`config.mk`:
```
export PLATFORM = sky130hd
export DESIGN_NAME = jtvigil_pcm_multich_flat
export DESIGN_NICKNAME = d
export VERILOG_FILES = /design/src/rtl/jtvigil_pcm_multich_if.sv /design/src/rtl/jtvigil_pcm_multich.sv /design/src/flat_wrapper.sv
export SDC_FILE = /design/constraint.sdc
export NUM_CORES = 1
export LEC_CHECK = 0
export CAP_MARGIN = 10
export CORE_ASPECT_RATIO = 0.9
export CORE_MARGIN = 3
export CORE_UTILIZATION = 50
export DETAILED_ROUTE_END_ITERATION = 6
export PLACE_DENSITY = 0.67
export SLEW_MARGIN = 0
export SYNTH_ARGS = -nofsm -noshare
export SYNTH_HDL_FRONTEND = slang
export SYNTH_SLANG_ARGS = --single-unit
```
`constraint.sdc`:
```
create_clock -name clk -period 7.2 [get_ports clk]
set_clock_uncertainty 0.2 [all_clocks]
set_input_delay 1.8 -clock clk [delete_from_list [all_inputs] [get_ports clk]]
set_output_delay 1.8 -clock clk [all_outputs]
set_load 0.05 [all_outputs]
```
`src/rtl/jtvigil_pcm_multich_if.sv`:
```
// PCM ROM request port: the sequencer drives cs/addr, the ROM answers data/ok.
// Latency: set by the ROM; the sequencer holds rom_addr until rom_ok.
// Backpressure: rom_ok low stalls the fetch for as long as it stays low.
interface jtvigil_pcm_multich_if #(
  parameter int AW = 16
);
  logic          rom_cs;
  logic [AW-1:0] rom_addr;
  logic [7:0]    rom_data;
  logic          rom_ok;

  modport master (output rom_cs, rom_addr, input rom_data, rom_ok);
  modport slave  (input rom_cs, rom_addr, output rom_data, rom_ok);
endinterface

```
`src/rtl/jtvigil_pcm_multich.sv`:
```
// Multi-channel PCM sequencer: per-channel start/end/loop/volume, round-robin ROM fetch, saturated mix.
// Latency: zero-wait ROM gives the sample pulse 2*N+2 cycles after the strobe cycle (N playing channels).
// Backpressure: rom_ok stalls the fetch; a strobe arriving while busy sets overrun and merges into pending.
module jtvigil_pcm_multich #(
  parameter int CHW    = 1,
  parameter int AW     = 16,
  parameter int SIGNED = 0
) (
  input  logic                clk,
  input  logic                rst,
  input  logic                sample_cen,
  input  logic                wr,
  input  logic [CHW+2:0]      wr_addr,
  input  logic [7:0]          din,
  output logic [2**CHW:0]     status,
  input  logic                ovr_clr,
  jtvigil_pcm_multich_if.master rom,
  output logic signed [15:0]  snd,
  output logic                sample
);
  localparam int CH  = 2**CHW;
  localparam int ACW = CHW + 16;
  localparam logic signed [ACW-1:0] PMAX = ACW'(32767);
  localparam logic signed [ACW-1:0] NMIN = ACW'(-32768);

  typedef enum logic [1:0] {IDLE, ADDR, WAIT, MIX} state_t;

  state_t           state, state_nx;
  logic [CHW-1:0]   sel, sel_nx;
  logic [AW-1:0]    start_a [CH];
  logic [AW-1:0]    end_a   [CH];
  logic [AW-1:0]    cur_a   [CH];
  logic [7:0]       vol     [CH];
  logic signed [7:0] smp    [CH];
  logic [CH-1:0]    play, loop_en, pending, pend_nx;
  logic             overrun;
  logic [AW-1:0]    rom_addr_r;
  logic [CHW-1:0]   wr_ch;
  logic [2:0]       reg_sel;
  logic             done;
  logic signed [7:0] smp_in;
  logic signed [ACW-1:0] acc;
  logic signed [16:0]    prod;
  logic signed [15:0]    sat;

  assign wr_ch   = wr_addr[CHW+2:3];
  assign reg_sel = wr_addr[2:0];
  assign done    = (state == WAIT) && rom.rom_ok;
  // Offset-binary ROM data becomes two's complement by flipping the MSB.
  assign smp_in  = (SIGNED != 0) ? rom.rom_data : {~rom.rom_data[7], rom.rom_data[6:0]};

  assign rom.rom_cs   = (state == ADDR) || (state == WAIT);
  assign rom.rom_addr = rom_addr_r;
  assign status       = {overrun, play};

  function automatic logic [CHW-1:0] lowest(input logic [CH-1:0] v);
    lowest = '0;
    for (int i = CH - 1; i >= 0; i--) begin
      if (v[i]) lowest = CHW'(i);
    end
  endfunction

  // Pending set after this edge: completed fetch clears, a strobe re-arms every playing channel.
  always_comb begin
    pend_nx = pending;
    if (done) pend_nx[sel] = 1'b0;
    if (sample_cen) pend_nx = pend_nx | play;
  end

  // Next state and channel select; lowest pending index is always served first.
  always_comb begin
    state_nx = state;
    sel_nx   = sel;
    case (state)
      IDLE: if (|pend_nx) begin
        state_nx = ADDR;
        sel_nx   = lowest(pend_nx);
      end
      ADDR: state_nx = WAIT;
      WAIT: if (rom.rom_ok) begin
        if (|pend_nx) begin
          state_nx = ADDR;
          sel_nx   = lowest(pend_nx);
        end else begin
          state_nx = MIX;
        end
      end
      MIX:     state_nx = IDLE;
      default: state_nx = IDLE;
    endcase
  end

  // Volume-weighted sum of held samples, clamped to the 16-bit output range.
  always_comb begin
    acc  = '0;
    prod = '0;
    for (int i = 0; i < CH; i++) begin
      prod = 17'(smp[i]) * 17'($signed({1'b0, vol[i]}));
      acc  = acc + ACW'(prod);
    end
    if (acc > PMAX)      sat = 16'sh7fff;
    else if (acc < NMIN) sat = -16'sh8000;
    else                 sat = acc[15:0];
  end

  // FSM state register.
  always_ff @(posedge clk) begin
    if (rst) begin
      state <= IDLE;
      sel   <= '0;
    end else begin
      state <= state_nx;
      sel   <= sel_nx;
    end
  end

  // Channel registers, fetch capture, address advance and mix output; register writes take priority.
  always_ff @(posedge clk) begin
    if (rst) begin
      play       <= '0;
      loop_en    <= '0;
      pending    <= '0;
      overrun    <= 1'b0;
      rom_addr_r <= '0;
      snd        <= '0;
      sample     <= 1'b0;
      for (int i = 0; i < CH; i++) begin
        start_a[i] <= '0;
        end_a[i]   <= '0;
        cur_a[i]   <= '0;
        vol[i]     <= '0;
        smp[i]     <= '0;
      end
    end else begin
      pending <= pend_nx;
      if (sample_cen && state != IDLE) overrun <= 1'b1;
      else if (ovr_clr)                overrun <= 1'b0;
      sample <= (state == MIX);
      if (state == ADDR) rom_addr_r <= cur_a[sel];
      if (state == MIX)  snd <= sat;
      for (int i = 0; i < CH; i++) begin
        // A channel that has stopped keeps its last sample for one mix, then goes silent.
        if (state == MIX && !play[i]) smp[i] <= '0;
        if (done && sel == CHW'(i)) begin
          if (play[i]) begin
            smp[i] <= smp_in;
            if (cur_a[i] == end_a[i]) begin
              if (loop_en[i]) cur_a[i] <= start_a[i];
              else            play[i]  <= 1'b0;
            end else begin
              cur_a[i] <= cur_a[i] + AW'(1);
            end
          end else begin
            smp[i] <= '0;
          end
        end
        if (wr && wr_ch == CHW'(i)) begin
          case (reg_sel)
            3'd0: start_a[i] <= {start_a[i][AW-1:8], din};
            3'd1: start_a[i] <= {din[AW-9:0], start_a[i][7:0]};
            3'd2: end_a[i]   <= {end_a[i][AW-1:8], din};
            3'd3: end_a[i]   <= {din[AW-9:0], end_a[i][7:0]};
            3'd4: begin
              loop_en[i] <= din[1];
              play[i]    <= din[0];
              if (din[0]) cur_a[i] <= start_a[i];
              else        smp[i]   <= '0;
            end
            3'd5:    vol[i] <= din;
            default: ;
          endcase
        end
      end
    end
  end
endmodule
```
`src/flat_wrapper.sv`:
```
// flat-port wrapper written by rule: the top's interface ports become plain ports
module jtvigil_pcm_multich_flat 
#(
  parameter int CHW    = 1,
  parameter int AW     = 16,
  parameter int SIGNED = 0
)
  (clk, rst, sample_cen, wr, wr_addr, din, status, ovr_clr, snd, sample, rom_rom_cs, rom_rom_addr, rom_rom_data, rom_rom_ok);
  jtvigil_pcm_multich_if #(.AW(AW)) rom_i ();
  input  logic clk;
  input  logic rst;
  input  logic sample_cen;
  input  logic wr;
  input  logic [CHW+2:0] wr_addr;
  input  logic [7:0] din;
  output logic [2**CHW:0] status;
  input  logic ovr_clr;
  output logic signed [15:0] snd;
  output logic sample;
  output wire logic [$bits(rom_i.rom_cs)-1:0] rom_rom_cs;
  output wire logic [$bits(rom_i.rom_addr)-1:0] rom_rom_addr;
  input wire logic [$bits(rom_i.rom_data)-1:0] rom_rom_data;
  input wire logic [$bits(rom_i.rom_ok)-1:0] rom_rom_ok;
  assign rom_rom_cs = rom_i.rom_cs;
  assign rom_rom_addr = rom_i.rom_addr;
  assign rom_i.rom_data = rom_rom_data;
  assign rom_i.rom_ok = rom_rom_ok;
  jtvigil_pcm_multich #(.CHW(CHW), .AW(AW), .SIGNED(SIGNED)) u_core (.clk(clk), .rst(rst), .sample_cen(sample_cen), .wr(wr), .wr_addr(wr_addr), .din(din), .status(status), .ovr_clr(ovr_clr), .rom(rom_i), .snd(snd), .sample(sample));
endmodule
```
==> results of run 1 <==
## layer usage
metal | up-vias | GRT usage [%] | wire length, µm
li1 | 4099 | - | -
met1 | 4158 | 37.5 | 15400
met2 | 311 | 32.0 | 12400
met3 | 39 | 5.51 | 2310
met4 | 0 | 6.51 | 550
met5 | - | 0 | 0
## layout make-up
class,instances,area (µm²)
fill,2117,10400
multi-input combinational,837,7150
sequential,171,4700
timing repair buffer,71,688
inverter,152,571
clock buffer,18,429
tap,336,420
clock inverter,14,143
## registers in the layout (all words and copies together), names as in the netlist
signal / cells
u_core.rom.rom_addr: 16
u_core.overrun: 1
u_core.cur_a: 32
u_core.smp: 16
u_core.sel: 1
u_core.sample: 1
u_core.play: 2
u_core.snd: 16
u_core.pending: 2
u_core.loop_en: 2
u_core.end_a: 32
u_core.vol: 16
u_core.state: 2
u_core.start_a: 32
## stage by stage
| step | power [mW] | instances |
|---|---|---|
| 2_1_floorplan | 2.80 | 1195 |
| 3_3_place_gp | 3.33 | 1567 |
| 3_5_place_dp | 3.35 | 1567 |
| 4_1_cts | 4.28 | 1599 |
| 5_1_grt | 4.58 | 1599 |
| 6_report | 4.27 | 1599 |
## cells in the mapped netlist, drive strengths merged (3+ instances only)
| cell type | number |
|---|---|
| and2 | 167 |
| inv | 152 |
| edfxtp | 128 |
| fa | 99 |
| nor2 | 93 |
| ha | 75 |
| nand2 | 74 |
| a21oi | 43 |
| dfxtp | 43 |
| xor2 | 42 |
| a211oi | 33 |
| xnor2 | 33 |
| mux2i | 24 |
| nand3 | 23 |
| o21ai | 23 |
| buf | 19 |
| o221a | 17 |
| clkbuf | 16 |
| nand4 | 13 |
| and3 | 10 |
| nand2b | 9 |
| nor2b | 7 |
| nor4 | 7 |
| nor3 | 6 |
| o211ai | 5 |
| a21o | 4 |
| a21boi | 3 |
| a22oi | 3 |
| a31oi | 3 |
## worst max-delay path: stages (launching register included)
cell and delay, ns:
edfxtp_1 0.51, inv_1 0.29, nor2_1 0.12, fa_1 0.52, fa_1 0.55, fa_1 0.51, fa_1 0.51, fa_1 0.56
inv_1 0.06, fa_1 0.55, inv_1 0.05, ha_1 0.39, a21o_1 0.23, a21bo_2 0.25, nand4_1 0.14, o211ai_4 0.10
a211oi_4 0.16, buf_4 0.31, o21ai_0 0.14, o221a_2 0.28
## cell usage in the layout (no fill, tap or decap), drive strengths merged, types with 10 or more instances in the layout
cell / n
clkbuf: 18
clkdlybuf4s50: 62
a21oi: 43
fa: 99
o21ai: 23
o221a: 17
xnor2: 33
nand3: 23
xor2: 42
nor2: 93
dfxtp: 43
and3: 10
edfxtp: 128
inv: 161
ha: 75
a211oi: 33
and2: 167
nand2: 74
mux2i: 24
nand4: 13
## kinds of logic (layout without fill, tap and decap cells)
group,count (synthesis),after routing,synth area share [%]
multiplexers,24,24,1.90
XOR/XNOR,75,75,5.19
buffers and inverters,187,255,6.29
AND/OR/NAND/NOR,417,417,17.4
adder cells (fa/ha/maj),174,174,23.1
AO/OA/AOI/OAI,147,147,8.98
flip-flops,171,171,37.2
## power groups by stage
stage	logic (mW)	clock network, mW	registers, mW
floorplan	1.46	0	1.33
global route	2.39	0.972	1.23
global placement	2.09	0	1.23
CTS	2.13	0.934	1.21
detailed placement	2.11	0	1.24
finish	2.14	0.919	1.22
## worst min path at each step
| stage | startpoint | end | slack [ns] | cells after the start |
|---|---|---|---|---|
| after floorplan | u_core.loop_en[1] | u_core.loop_en[1] | 0.24 | 2 |
| after global placement | u_core.loop_en[1] | u_core.loop_en[1] | 0.26 | 2 |
| after detailed placement | u_core.loop_en[1] | u_core.loop_en[1] | 0.26 | 2 |
| after CTS | u_core.loop_en[1] | u_core.loop_en[1] | 0.27 | 2 |
| after global routing | u_core.rom.rom_addr[8] | u_core.rom.rom_addr[8] | 0.31 | 2 |
| final | u_core.loop_en[1] | u_core.loop_en[1] | 0.27 | 2 |
==> impl_results.md, run 1 <==
* Worst path required time at about 7.4 ns
* Die height at 157 µm
* Global-route wire length before repair at 49600 µm
* Final GP Congestion at roughly 0.88
* CTS buffer count at 17
* Worst reg-to-reg setup slack at 0.68 ns
* Placed cell areas at between 10000 and 15000 µm²
* CTS Buffer Depth at 2
* Post-Synthesis Cells at 1195
* Antenna Nets Post-Route at 0
* Die width at about 170 µm
* Tcrit/Tclk final at around nine tenths
* Yosys reg bits at between 150 and 200
* Share of layout cells above drive strength 1 at around 5.7%
* CP Launch Type: flop
* Mapped Avg Cell Area at 10.6 µm²
* Synth Flop Type: edfxtp_1
* Arrival @ worst endpoint at 6.66 ns
* Sink Count at ~170
* Num ports at 63
* F_max at approximately 0.15 GHz
* Logic pwr share at about 50%
* Number of synthesized flops with an enable pin at 128
* Min-Delay Path Class: reg2reg
* Syn nets at ~1400
* Post-synthesis sequential area ratio at between 30% and 40%
* Switching part of the total power at between 40% and 50%
* Mapped cell area at approximately 13000 µm²
* Synth top area cells: edfxtp_1 30%, fa_1 16%, and2_1 8.2%
* Post-synth top area cell: edfxtp_1
* DIE AREA at between 20000 and 30000 µm²
* # diodes at 0
* Starting Density at around 52%
* Slew headroom at ~20%
* Remaining DRCs at 0
* Design area at 14100 µm²
* Total Routing Usage GR at a little under a quarter
* Max FO, Critical Path at 27
* Psw at between 1.5 and 2 mW
* Worst VDD drop at between 300 and 400 µV
* Vias in the first global route at ~8700
* Setup ws final at roughly 0.68 ns
* RSZ-0062 raised after global routing: false
* Worst R2R Start: u_core.smp[1][7]
* Final nets at 1450
* Post CTS Setup Buffer Count at 0
* Worst-path clk slew at roughly 0.08 ns
* H-tree depth at 4
* # setup viols final at 0
* Post-DP HPWL at ~23000 µm
* Pins Over Slew Limit at 0
* Count of input and output buffers at between 60 and 70
* CTS tree: yes
* Area grow syn2layout at 11.6%
* Yosys cell types at 63
* Seq pwr share at 28.4%
* Final hold violations at 0
* WHS at between 0.2 and 0.3 ns
* Final wirelength at a little over 30000 µm
* Synth top area share at 30.4%
* Transition time of the tightest slew-check pin at 1.19 ns
* Antenna violations before repair at 0
* Lkg Pwr at a little under 6 nW
* Hold_buf cts at 0
* Vias per inst at ~5.4
* Power per cell area at roughly 300 nW/µm²
* Largest net degree at the start of global routing at 36
* Rows at 54
* Max_cap viols at 0
* Yosys warns at 0
* Clock latency on the worst-skew pair at 0.45 ns
* Drt first pass iters at 5
* CTS root buf: clkbuf_16
* Initial DRC Count at about 810
* Pre-CTS setup slack at 0.711 ns
* Sum Neg Setup Slack at 0 ns
* Ys async rst share at 0%
* Final Critical Period at around 6.5 ns
* Gr ovfl total at 0
* Status: finished clean
* Worst r2r dst: u_core.snd[0]
* Setup crit end: u_core.snd[0]
* Wirelength per Cell at a little under 20 µm
* DR vias at 8607
* Worst setup EP type: flop
* Origin of the worst setup path: u_core.smp[1][7]
* # resized after CTS at 0
* Cell-internal power at about 2.4 mW
* CORE AREA at about 25000 µm²
* Worst Reg-to-Reg Cells at 19
* Clock share of power at 21.5%
* Crit Path Class: reg2reg
* Post-layout util at between 50% and 60%
No activity file was read; power rests on OpenSTA's default activity.
==> inputs of run 2 (changes only) <==
CTS_CLUSTER_SIZE = 30   (was unset)
SKIP_LAST_GASP = 1   (was unset)
==> results of run 2 <==
Final layout, timing and power as in run 1 (identical DEF).
==> inputs of run 3 (changes only) <==
clock period = 8.25 ns   (was 7.2 ns; I/O delays follow)
==> impl_results.md, run 3 (synthesis results as in run 1) <==
* Status: finished clean
* Worst VDD drop at about 180 µV
* Post CTS Setup Buffer Count at 0
* Count of input and output buffers at a little over 60
* Final nets at ~1500
* Starting Density at 51.6%
* Slew headroom at about a fifth
* Crit Path Class: reg2reg
* Rows at 54
* Max_cap viols at 0
* Share of layout cells above drive strength 1 at around 6%
* Transition time of the tightest slew-check pin at ~1.2 ns
* Vias in the first global route at 8605
* Gr ovfl total at 0
* Hold_buf cts at 0
* Most frequent cells in the layout: 165 x and2_1, 152 x inv_1, 128 x edfxtp_1
* # diodes at 0
* Final wirelength at about 30000 µm
* Antenna violations before repair at 0
* Initial DRC Count at between 900 and 1000
* Die width at about 170 µm
* DIE AREA at about 27000 µm²
* Worst setup EP type: flop
* Final GP Congestion at 0.906
* H-tree depth at 4
* Min-Delay Path Class: reg2reg
* CP most frequent cell: fa_1
* Max FO, Critical Path at 27
* Total Routing Usage GR at around a quarter
* Power per cell area at about 260 nW/µm²
* Slowest CP cell: a211oi_4
* Pre-CTS setup slack at 1.39 ns
* Sink Count at 171
* CP Launch Type: flop
* CTS buffer count at 17
* Arrival @ worst endpoint at between 7 and 8 ns
* Post-placement cell count at 1568
* Num ports at 63
* # setup viols final at 0
* Global-route wire length before repair at roughly 50000 µm
* CTS tree: yes
* Antenna Nets Post-Route at 0
* Wirelength per Cell at approximately 19 µm
* Largest net degree at the start of global routing at 36
* Remaining DRCs at 0
* CTS root buf: clkbuf_16
* Vias per inst at between 5 and 6
* CORE AREA at approximately 25000 µm²
* DR vias at just under 9000
* Post-Layout Cell Count at 1601
* Final Critical Period at around 7 ns
* Pins Over Slew Limit at 0
* # resized after CTS at 0
* CP Buf/Inv Count at 4
* Lkg Pwr at ~5.8 nW
* Final hold violations at 0
* Max stage delay on crit path at 0.81 ns
* Setup ws final at 1.37 ns
* Worst-path clk slew at about 0.080 ns
* Most common cell after layout, fill and taps aside: and2_1
* Clock latency on the worst-skew pair at ~0.44 ns
* Largest registers: u_core.cur_a x32, u_core.end_a x32, u_core.start_a x32
* Post-DP HPWL at around 23000 µm
* Worst path required time at between 8 and 9 ns
* Tcrit/Tclk final at between 80 and 90%
* Area grow syn2layout at 11.7%
* Crit path cell chain: and2_1 -> fa_1 -> inv_1 -> fa_1 -> fa_1 -> inv_1 -> fa_1 -> fa_1 -> inv_1 -> fa_1 -> inv_1 -> ha_1 -> a21o_1 -> a21bo_2 -> nand4_1 -> o211ai_4 -> a211oi_4 -> o21ai_0 -> o221a_2
* RSZ-0062 raised after global routing: false
* CTS Buffer Depth at 2
* Sum Neg Setup Slack at 0 ns
* Crit path max-delay family: adder cells
* F_max at 0.145 GHz
* Die height at 157 µm
* Drt first pass iters at 5
==> run 3: cell types whose count changed in the layout (fill, tap and decap cells not counted), sizes merged <==
cell,delta
clkbuf,+1
inv,-3
buf,+1
clkinv,+3
==> run 3: final timing paths <==
check / startpoint / cells after the start / slack, ns / endpoint
hold / removal: u_core.loop_en[1] / 2 / 0.28 / u_core.loop_en[1]
setup reg to reg: u_core.vol[0][4] / 19 / 1.37 / u_core.snd[0]
setup / recovery: u_core.vol[0][4] / 19 / 1.37 / u_core.snd[0]
hold reg to reg: u_core.loop_en[1] / 2 / 0.28 / u_core.loop_en[1]
==> run 3: routing by layer <==
metal	routed length, µm	part of all wire [%]	vias to the layer above	GRT usage [%]
li1	-	-	4100	-
met1	15300	50	4232	37.7
met2	12500	41	292	32.1
met3	2290	7.5	25	5.17
met4	334	1.1	0	4.02
met5	0	0	-	0
==> run 3: metrics by stage <==
step           utilization, %  power, mW  hold WS, ns  cell area [µm²]
3_3_place_gp             55.2       2.91        0.257            13500
4_1_cts                  57.6       3.73        0.278            14100
5_1_grt                  57.6       4.02        0.297            14100
3_5_place_dp             55.2       2.92        0.265            13500
6_report                 57.6       3.73        0.280            14100
2_1_floorplan               -       2.44        0.244            12600
==> run 3: cell type report <==
cell class,count,area (µm²)
clock inverter,14,150
clock buffer,18,429
sequential,171,4700
tap,336,420
fill,2043,10400
multi-input combinational,837,7150
timing repair buffer,73,701
inverter,152,571
==> run 3: power by group <==
part           total, mW  leakage (nW)  switching, mW  internal [mW]
Combinational       1.87          3.90           1.15          0.717
Clock              0.806         0.278          0.400          0.405
Sequential          1.06          1.60         0.0650          0.996
Total               3.73          5.78           1.62           2.12
==> run 3: tightest hold or removal path, delay by kind of cell, from the launching register on <==
| kind | cells | cell delay (ns) |
|---|---|---|
| AO/OA/AOI/OAI | 1 | 0.05 |
| flip-flops | 1 | 0.32 |
| AND/OR/NAND/NOR | 1 | 0.06 |
==> patch, RTL diff (settings of run 2) <==
Encoding of `state_t`: now one-hot (4 bits for 4 states).
--- a/src/rtl/jtvigil_pcm_multich.sv
+++ b/src/rtl/jtvigil_pcm_multich.sv
@@ -25,3 +25,3 @@
 
-  typedef enum logic [1:0] {IDLE, ADDR, WAIT, MIX} state_t;
+  typedef enum logic [3:0] {IDLE = 4'b0001, ADDR = 4'b0010, WAIT = 4'b0100, MIX = 4'b1000} state_t;
 
Formal check against the unedited RTL: no difference found for any inputs over 4 cycles, from zero or initial values and one cycle with rst high; so few cycles prove little.
==> patch against run 2 <==
  * The flow now finishes with violations (design-rule violations)
  * Via count rose by 3.8%
  * First-iteration DRC count fell by 19%
  * Sequential cell count rose by 2
  * Count of clock-buffer cells in the layout fell by 1
  * Core utilization fell by 0.50 points
  * Design area rose by 1.8%
  * Synthesized area rose by 1.6%
  * Wire length fell by 1.1%
  * Total power fell by 8.4%
  * Worst setup slack got worse by 0.060 ns
  * Global-route usage fell by 0.76 points
  * Sequential share of layout area fell by 0.31 points
  * Critical path type unchanged
  * Largest cell class unchanged
==> patch: results (changes against run 2) <==
Run status
  • Outcome: finished, violations left
  • Violated checks: design-rule violations

Yosys
  • Top cells by count, synth: and2_1 (159), inv_1 (151), edfxtp_1 (128)
  • Synth Instances: 1,231 (+3.0%)
  • Area contributors post-synth: edfxtp_1 (30%), fa_1 (15%), and2_1 (7.7%), dfxtp_1 (7.0%), ha_1 (6.9%)
  • Proportion of synthesized area in mux cells: 3.27% (+1.4 points)
  • Post-synth cell types: 65 (+3.2%)
  • Synth Area in Adders: 22.3% (-0.74 points)
  • Synth Net Count: 1,427 (+2.3%)
  • Sequential-to-total area share from yosys stat: 36.9% (-0.26 points)

Route
  • Met3 routed wirelength: 1250 um (-46%)
  • Met1 wire length: 12,900 um (-16%)
  • DR vias/cell: 5.47 (+1.7%)
  • Via count: 8,930 (+3.8%)
  • DRT Pass-1 Iters: 7 (+2)
  • Met2 WL: 15,600 um (+26%)
  • Post-DR wirelength/cell: 18.6 um (-3.1%)
  • DRC Markers: 1 (+1)
  • Violation count after the first detailed-route iteration: 659 (-19%)

Pwr
  • Total clock network power: 0.968 mW (+5.3%)
  • Max VDD drop: 205 uV (-35%)
  • Pwr Density: 272 nW/um2 (-10%)
  • Reg power frac: 29.4% (+1.0 points)

Placed design
  • Placer congestion estimate: 0.861 (-2.3%)
  • Post-Place Worst Slack: 0.657 ns (-0.0543 ns)
  • Placed Instances: 1,600 (+2.1%)

Worst setup path
  • FF-to-FF End: u_core.snd[14]
  • Critical Path Start: u_core.vol[0][5]
  • Crit path DAT: 6.71 ns (+0.05 ns)
  • FF-to-FF path depth: 19 (unchanged)

STA
  • Final WS setup: 0.623 ns (-0.0601 ns)
  • Fin. Hold Viols: 0 (unchanged)
  • WHS: 0.276 ns (+0.00371 ns)
  • Slew headroom: 23.7% (+4.0 points)

Global route
  • Met3 Track Usage GR: 3.91% (-1.6 points)
  • GR Util met1: 29.3% (-8.2 points)
  • Vias in the first global route: 9,081 (+4.9%)
  • Met2 usage: 40.7% (+8.7 points)
  • Global-route wire length before repair: 49,300 um (-0.70%)
  • Global Route Usage Sum: 22.9% (-0.76 points)

Min path
  • Worst Min Path Start: u_core.overrun
  • Hold path endpoint: u_core.overrun

Layout
  • Nets: 1,473 (+1.6%)
  • Area delta synth->final: 11.8%
  • Layout cells sized above 1: 5.27% (-0.43 points)
-- patch: cell types whose count changed after synthesis, sizes merged, moves of 10 or more --
cell,delta
nand2,-14
xor2,-10
o21ai,-11
o211ai,+14
a21o,+10
mux2i,+18
o221a,-17
clkbuf,+11
a211oi,+10
nor3,+15
-- patch: cell type report --
cell class	instances	share of cell area, %
Multi-Input combinational cell	865	51.1
Sequential cell	173	33.0
Timing Repair Buffer	69	4.65
Inverter	151	3.95
Tap cell	342	2.98
Clock buffer	17	2.96
Clock inverter	15	1.37
-- patch: critical path, stage by stage, from the launching register on --
cell,delay [ns]
edfxtp_1,0.56
and2_1,0.26
fa_1,0.51
inv_1,0.06
fa_1,0.53
inv_1,0.06
fa_1,0.55
fa_1,0.45
fa_1,0.54
inv_1,0.06
fa_1,0.53
inv_1,0.04
ha_1,0.37
a21oi_1,0.26
o21ai_0,0.17
a211o_1,0.30
a221oi_2,0.23
buf_4,0.32
o311ai_0,0.19
a311oi_1,0.29
